`src/rtl/layer_serializer_pkg.sv`:
```
// ---------------------------------------------------------------------------
// layer_serializer_pkg
// Shared definitions for the layer serializer: the two-state FSM encoding
// and the helper that sizes the lane index counter.
// No ports (package).
// ---------------------------------------------------------------------------
package layer_serializer_pkg;

  // COLLECT gathers one word per neuron lane; SEND streams them out in order.
  typedef enum logic {
    COLLECT = 1'b0,
    SEND    = 1'b1
  } state_t;

  // Width of the lane index. A single-lane layer still needs a 1-bit index,
  // because a zero-width vector is not legal.
  function automatic int idx_width(input int n);
    return (n > 1) ? $clog2(n) : 1;
  endfunction

endpackage

```
`src/rtl/layer_serializer_argmax_tracker.sv`:
```
// ---------------------------------------------------------------------------
// argmax_tracker
// Watches the serialized word stream and reports which lane carried the
// largest signed value once the last lane of a layer has been transferred.
// Only instantiated when LAYER_SERIALIZER_ARGMAX_EN is defined.
//
// Ports:
//   clk        : clock, rising edge
//   rst        : asynchronous active-low reset
//   word_valid : a word is transferred this cycle
//   word_data  : the transferred word (two's complement)
//   word_idx   : lane index of the transferred word
//   word_last  : the transferred word is the final lane of the layer
//   max_idx    : lane of the largest word of the last completed layer
//   max_valid  : one-cycle pulse, the cycle after the final transfer
// ---------------------------------------------------------------------------
module argmax_tracker #(
  parameter int DATA_WIDTH = 16,
  parameter int IDX_W      = 5
) (
  input  logic                  clk,
  input  logic                  rst,
  input  logic                  word_valid,
  input  logic [DATA_WIDTH-1:0] word_data,
  input  logic [IDX_W-1:0]      word_idx,
  input  logic                  word_last,
  output logic [IDX_W-1:0]      max_idx,
  output logic                  max_valid
);

  logic [DATA_WIDTH-1:0] best_val;
  logic [IDX_W-1:0]      best_idx;
  logic                  take_new;
  logic [DATA_WIDTH-1:0] cand_val;
  logic [IDX_W-1:0]      cand_idx;

  // Lane 0 always restarts the running maximum, so nothing from the previous
  // layer leaks in. A strictly-greater compare keeps the lower lane on ties.
  always_comb begin
    take_new = (word_idx == '0) || ($signed(word_data) > $signed(best_val));
    cand_val = take_new ? word_data : best_val;
    cand_idx = take_new ? word_idx : best_idx;
  end

  // Running maximum plus the published result. The result is latched on the
  // final transfer from the candidate, so it already includes the last lane.
  always_ff @(posedge clk or negedge rst) begin
    if (!rst) begin
      best_val  <= '0;
      best_idx  <= '0;
      max_idx   <= '0;
      max_valid <= 1'b0;
    end else begin
      max_valid <= word_valid && word_last;
      if (word_valid) begin
        best_val <= cand_val;
        best_idx <= cand_idx;
        if (word_last) begin
          max_idx <= cand_idx;
        end
      end
    end
  end

endmodule

```
`src/rtl/layer_serializer.sv`:
```
// ---------------------------------------------------------------------------
// layer_serializer
// Collects one output word from every neuron lane of a layer, then streams
// the words lane 0 .. NUM_NEURONS-1 over a valid/ready link to the next layer.
// Lanes may arrive in any order and over several cycles; input arriving while
// the block is sending is dropped and flagged in the sticky overflow output.
//
// Optional feature: define LAYER_SERIALIZER_ARGMAX_EN to add max_idx and
// max_valid, which report the lane holding the largest signed word.
//
// Ports:
//   clk       : clock, rising edge
//   rst       : asynchronous active-low reset
//   in_data   : packed lane words, lane i at [i*DATA_WIDTH +: DATA_WIDTH]
//   in_valid  : per-lane valid pulse from each neuron
//   out_data  : serialized word
//   out_valid : out_data is valid
//   out_ready : consumer accepts the word this cycle
//   out_last  : current word is the final lane
//   overflow  : sticky, input arrived while sending
//   max_idx   : (argmax build) lane of the largest word of the last layer
//   max_valid : (argmax build) one-cycle pulse when max_idx is updated
// ---------------------------------------------------------------------------
module layer_serializer
  import layer_serializer_pkg::*;
#(
  parameter int NUM_NEURONS = 30,
  parameter int DATA_WIDTH  = 16
) (
  input  logic                              clk,
  input  logic                              rst,
  input  logic [NUM_NEURONS*DATA_WIDTH-1:0] in_data,
  input  logic [NUM_NEURONS-1:0]            in_valid,
  output logic [DATA_WIDTH-1:0]             out_data,
  output logic                              out_valid,
  input  logic                              out_ready,
  output logic                              out_last,
  output logic                              overflow
`ifdef LAYER_SERIALIZER_ARGMAX_EN
  ,
  output logic [idx_width(NUM_NEURONS)-1:0] max_idx,
  output logic                              max_valid
`endif
);

  localparam int              IDX_W    = idx_width(NUM_NEURONS);
  localparam logic [IDX_W-1:0] LAST_IDX = IDX_W'(NUM_NEURONS - 1);

  state_t                 state;
  state_t                 state_next;
  logic [NUM_NEURONS-1:0] mask;
  logic [NUM_NEURONS-1:0] mask_next;
  logic [IDX_W-1:0]       idx;
  logic [IDX_W-1:0]       idx_next;
  logic [DATA_WIDTH-1:0]  lane_buf [NUM_NEURONS];
  logic                   transfer;

  // Outputs are decoded straight from the state register so that an
  // asynchronous reset clears them at once, without waiting for an edge.
  always_comb begin
    out_valid = (state == SEND);
    out_data  = out_valid ? lane_buf[idx] : '0;
    out_last  = out_valid && (idx == LAST_IDX);
    transfer  = out_valid && out_ready;
  end

  // Next-state logic. In COLLECT the mask includes this cycle's arrivals, so
  // the last lane to arrive moves us to SEND on the very next edge. In SEND
  // only an accepted word advances the index; the final accept rewinds
  // everything for the next layer.
  always_comb begin
    state_next = state;
    mask_next  = mask;
    idx_next   = idx;
    case (state)
      COLLECT: begin
        mask_next = mask | in_valid;
        if (&mask_next) begin
          state_next = SEND;
        end
      end
      SEND: begin
        if (transfer) begin
          if (idx == LAST_IDX) begin
            idx_next   = '0;
            mask_next  = '0;
            state_next = COLLECT;
          end else begin
            idx_next = idx + 1'b1;
          end
        end
      end
      default: state_next = COLLECT;
    endcase
  end

  // Control state: FSM, arrival mask and send index.
  always_ff @(posedge clk or negedge rst) begin
    if (!rst) begin
      state <= COLLECT;
      mask  <= '0;
      idx   <= '0;
    end else begin
      state <= state_next;
      mask  <= mask_next;
      idx   <= idx_next;
    end
  end

  // Anything arriving while sending is lost, including in the final-transfer
  // cycle, so remember that it happened until the next reset.
  always_ff @(posedge clk or negedge rst) begin
    if (!rst) begin
      overflow <= 1'b0;
    end else if ((state == SEND) && (|in_valid)) begin
      overflow <= 1'b1;
    end
  end

  // Lane storage. Only written while collecting, so words being streamed out
  // can never be disturbed. A repeated lane simply overwrites its slot.
  always_ff @(posedge clk) begin
    for (int i = 0; i < NUM_NEURONS; i++) begin
      if ((state == COLLECT) && in_valid[i]) begin
        lane_buf[i] <= in_data[i*DATA_WIDTH +: DATA_WIDTH];
      end
    end
  end

`ifdef LAYER_SERIALIZER_ARGMAX_EN
  argmax_tracker #(
    .DATA_WIDTH (DATA_WIDTH),
    .IDX_W      (IDX_W)
  ) u_argmax (
    .clk        (clk),
    .rst        (rst),
    .word_valid (transfer),
    .word_data  (out_data),
    .word_idx   (idx),
    .word_last  (out_last),
    .max_idx    (max_idx),
    .max_valid  (max_valid)
  );
`endif

endmodule

```
`config.mk`:
```
export PLATFORM = sky130hd
export DESIGN_NAME = layer_serializer
export DESIGN_NICKNAME = d
export VERILOG_FILES = /design/src/rtl/layer_serializer_pkg.sv /design/src/rtl/layer_serializer_argmax_tracker.sv /design/src/rtl/layer_serializer.sv
export SDC_FILE = /design/constraint.sdc
export NUM_CORES = 1
export LEC_CHECK = 0
export BUFFER_PORTS_ARGS = -buffer_cell sky130_fd_sc_hd__buf_4
export CAP_MARGIN = 20
export CORE_AREA = 2 2 205 207
export DETAILED_ROUTE_END_ITERATION = 16
export DIE_AREA = 0 0 207 209
export PLACE_DENSITY = 0.8
export SYNTH_ARGS = -nofsm -noshare
export SYNTH_HDL_FRONTEND = slang
export SYNTH_SLANG_ARGS = --single-unit
```
`constraint.sdc`:
```
create_clock -name clk -period 5.75 [get_ports clk]
set_clock_uncertainty 0.15 [all_clocks]
set_input_delay 0.575 -clock clk [delete_from_list [all_inputs] [get_ports clk]]
set_output_delay 0.575 -clock clk [all_outputs]
set_load 0.1 [all_outputs]
```
==> results of run 1 <==
==> cells by family after synthesis <==
family / Yosys count / share of synthesized area [%]
flip-flops: 517 / 75.93
buffers and inverters: 56 / 1.685
multiplexers: 191 / 15.39
AO/OA/AOI/OAI: 99 / 3.239
adder cells (fa/ha/maj): 2 / 0.1238
AND/OR/NAND/NOR: 154 / 3.629
==> stage by stage <==
| step | hold slack, ns | worst slack, ns | util, % |
|---|---|---|---|
| after floorplan | 0.1294 | 1.094 | - |
| after global placement | 0.3082 | 1.937 | 60.08 |
| after detailed placement | 0.3124 | 1.887 | 60.29 |
==> run metrics, run 1 <==
ys flop type edfxtp_1; CTS max path bufs 3; RD Place Congestion approximately 0.91; Yosys top cell area share a little under three quarters; Post-DP HPWL a little under 50000 µm; H-Tree Depth 2; Initial Utilization 48.93%; Yosys cell types 41; Die H ~210 µm; commonest cells in the netlist edfxtp_1 (480), mux4_2 (89), mux2i_1 (83), nor2_1 (72), dfrtp_1 (37); Syn Area/Cell around 20 µm²; Synthesis Warnings 0; Last stage 4_1_cts; post_cts resized 0; post-CTS setup buffer count 0; row cnt 75; port bufs 531; IO Count around 530; Async S/R FF share, synth 7.157%; most common cell in the netlist edfxtp_1; Post-Place Cell Area roughly 25000 µm²; EDFF count, synth 480; cts hold-fix bufs 432; Mapped Cells between 1000 and 1500; Seq/Total Area, Yosys between 70 and 80%; Root Driver clkbuf_16; Yosys top cell by area edfxtp_1; post-synthesis net count ~1500; post-synthesis register bit count 517; synth top area cells edfxtp_1 (71%), mux4_2 (9.9%), dfrtp_1 (4.6%); First Err [ERROR RSZ-0060] Max buffer count reached.; Num CTS Buffers between 50 and 60; placed cells 2063; Die W about 210 µm; Mapped Area between 20000 and 25000 µm²; CTS sink count approximately 520; status did not finish
==> run 2: changes to the inputs <==
--- a/config.mk
+++ b/config.mk
@@ -7,10 +7,9 @@
 export LEC_CHECK = 0
 export BUFFER_PORTS_ARGS = -buffer_cell sky130_fd_sc_hd__buf_4
 export CAP_MARGIN = 20
-export CORE_AREA = 2 2 205 207
+export CORE_UTILIZATION = 35
 export DETAILED_ROUTE_END_ITERATION = 16
-export DIE_AREA = 0 0 207 209
-export PLACE_DENSITY = 0.8
+export PLACE_DENSITY_LB_ADDON = 0.15
 export SYNTH_ARGS = -nofsm -noshare
 export SYNTH_HDL_FRONTEND = slang
 export SYNTH_SLANG_ARGS = --single-unit
==> run 2 against run 1 <==
  * Synthesized cell count unchanged
  * The flow now finishes without violations
  * Area after synthesis unchanged
==> run metrics, run 2 <==
Initial Utilization around 36%; Top reg by flops lane_buf; TritonRoute pass-1 iters 5; Clock Latency Late Sink between 0.6 and 0.7 ns; ys flop type edfxtp_1; Layout Cells excl Fill roughly 2900; CTS tree done; max-slew violations 0; fraction of layout instances using a drive strength above 1 between 30% and 40%; maximum vdd ir drop 0.0006015 V; # setup viols final 0; Yosys top cell area share between 70% and 80%; Top Layer Used met5; row cnt a little under 90; CTS sink count ~520; fin crit period around 4.7 ns; commonest non-fill, non-tap cell in the layout buf_4; biggest regs lane_buf x480, mask x30, idx x5; arrival time worst endpoint between 3 and 4 ns; most frequent cells in the layout buf_4 (561), edfxtp_1 (480), dlygate4sd3_1 (475); Internal around 8.7 mW; GR Util All Layers ~26%; Mapped Cells slightly above 1000; metal3 WL around 5300 µm; Layout Utilization 56.16%; H-Tree Depth 2; Async S/R FF share, synth approximately 7.2%; post-synthesis register bit count 517; vias per inst roughly 4.9; clock share of power approximately a quarter; placed cells about 2300; Max Cap Viol 0; final wirelength around 76000 µm; Sequential Power Share 37.2%; Num CTS Buffers 56; port bufs about 530; vias between 10000 and 15000; drt drc 0; Seq/Total Area, Yosys about 76%; Crit. End Element output port; sw power around 5.1 mW; switching fraction of total power a little under two fifths; Antenna Nets Post-Route 0; vias in the first global route between 15000 and 20000; Iter 0 DRT Violations 981; global route overflow 0; final hold vios 0; Yosys top cell by area edfxtp_1; RSZ-0062 raised after global routing no; worst setup margin about 1.1 ns; CP max FO a little under 50; drt wl/cell around 26 µm; PD cells 433.3 nW/µm²; Leakage 11.90 nW; Crit Path Class flop to output port; Yosys cell types 41; wl on met1 30420 µm; Die W 242.3 µm; synth top area cells edfxtp_1 (71%), mux4_2 (9.9%), dfrtp_1 (4.6%); die area about 59000 µm²; CTS max path bufs 3; commonest cells in the netlist edfxtp_1 (480), mux4_2 (89), mux2i_1 (83), nor2_1 (72), dfrtp_1 (37); initial antenna violation count 20; EDFF count, synth between 400 and 500; post-CTS setup buffer count 0; Die H 242.3 µm; Syn Area/Cell around 20 µm²; Synthesis Warnings 0; worst slack, placed between 1.5 and 2 ns; Root Driver clkbuf_16; Slew @ Worst Pin 1.076 ns; Logic pwr share between 30% and 40%; WP data required 5.03 ns; status completed; post-synthesis net count between 1500 and 2000; Mapped Area 20200 µm²; startpoint type of the worst setup path flop; max reg flops 480; Post-DP HPWL 53360 µm; nets ~2600; most common cell in the netlist edfxtp_1; Core Area 56710 µm²; PnR Total Power approximately 14 mW; Hold Crit Class input port to flop; first-pass GRT wire length approximately 110000 µm; largest net degree at the start of global routing between 50 and 60; fmax 0.2130 GHz; setup tns final 0 ns; RD Place Congestion roughly 0.84; Slew HR between 20% and 30%; IO Count between 500 and 600; Clk pin slew, worst setup/hold paths 0.06 ns; area added between synthesis and finish 57.67%; met2 WL post-DR approximately 38000 µm; Final period util 81.64%
run 2: cell counts after synthesis:
Identical to the previous run, type by type.
run 2: cells by family (layout without fill, tap and decap cells):
| logic type | Yosys count | in the layout | share of synthesized area [%] |
|---|---|---|---|
| flip-flops | 517 | 517 | 75.93 |
| multiplexers | 191 | 191 | 15.39 |
| AND/OR/NAND/NOR | 154 | 154 | 3.629 |
| AO/OA/AOI/OAI | 99 | 99 | 3.239 |
| buffers and inverters | 56 | 1150 | 1.685 |
| adder cells (fa/ha/maj) | 2 | 2 | 0.1238 |
| other | 0 | 16 | 0 |
run 2: layout make-up:
class | instances | area (µm²)
diodes | 16 | 40.04
clock buffers | 66 | 1481
clock inverters | 36 | 304.0
fillers | 4448 | 24860
inverters | 2 | 7.507
multi-input cells | 446 | 4597
flip-flops and latches | 517 | 15350
well taps | 756 | 945.9
repair buffers | 1046 | 9126
run 2: worst max-delay path, cell delays in order (launching register included):
cell     delay (ns)
dfrtp_4        1.05
buf_12         0.44
mux4_2         0.58
mux2i_1        0.44
o22ai_1        0.30
a21o_1         0.23
buf_4          0.23
run 2: worst paths after layout:
path	start	endpoint	slack (ns)	depth (start not counted)
worst max register to register	idx[1]	mask[13]	2.41	6
worst max-delay path	idx[0]	out_data[9]	1.06	6
max in group asynchronous	rst	idx[1]	4.68	2
min in group asynchronous	rst	mask[18]	0.36	2
worst min-delay path	in_data[58]	lane_buf[3][10]	0.03	1
worst min register to register	overflow	overflow	0.33	1
run 2: stage by stage:
step	cell area (µm²)	hold WS, ns
detailed placement	25220	0.3089
global route	31840	0.002551
finish	31850	0.02904
floorplan	20200	0.1294
CTS	31740	0.0001468
global placement	25130	0.3051
run 2: what timing repair did:
action                                 in CTS  in global routing
resized for setup                           0                  0
hold buffers                              473                  2
endpoints found under the hold margin     509                  2
setup endpoints to repair                   0                  0
run 2: layer usage:
layer	vias up	global-route usage [%]
met4	8	8.563
li1	6285	-
met2	610	43.56
met3	118	6.348
met1	7114	32.48
met5	-	0
run 2: power groups by stage:
stage / clock (mW) / sequential, mW / combinational [mW]
after CTS: 3.60 / 5.15 / 5.13
after global routing: 3.75 / 5.20 / 5.35
after floorplan: 0 / 4.96 / 3.34
after global placement: 0 / 5.22 / 4.79
final: 3.54 / 5.14 / 5.12
after detailed placement: 0 / 5.22 / 4.85
No activity file was read; power rests on OpenSTA's default activity.
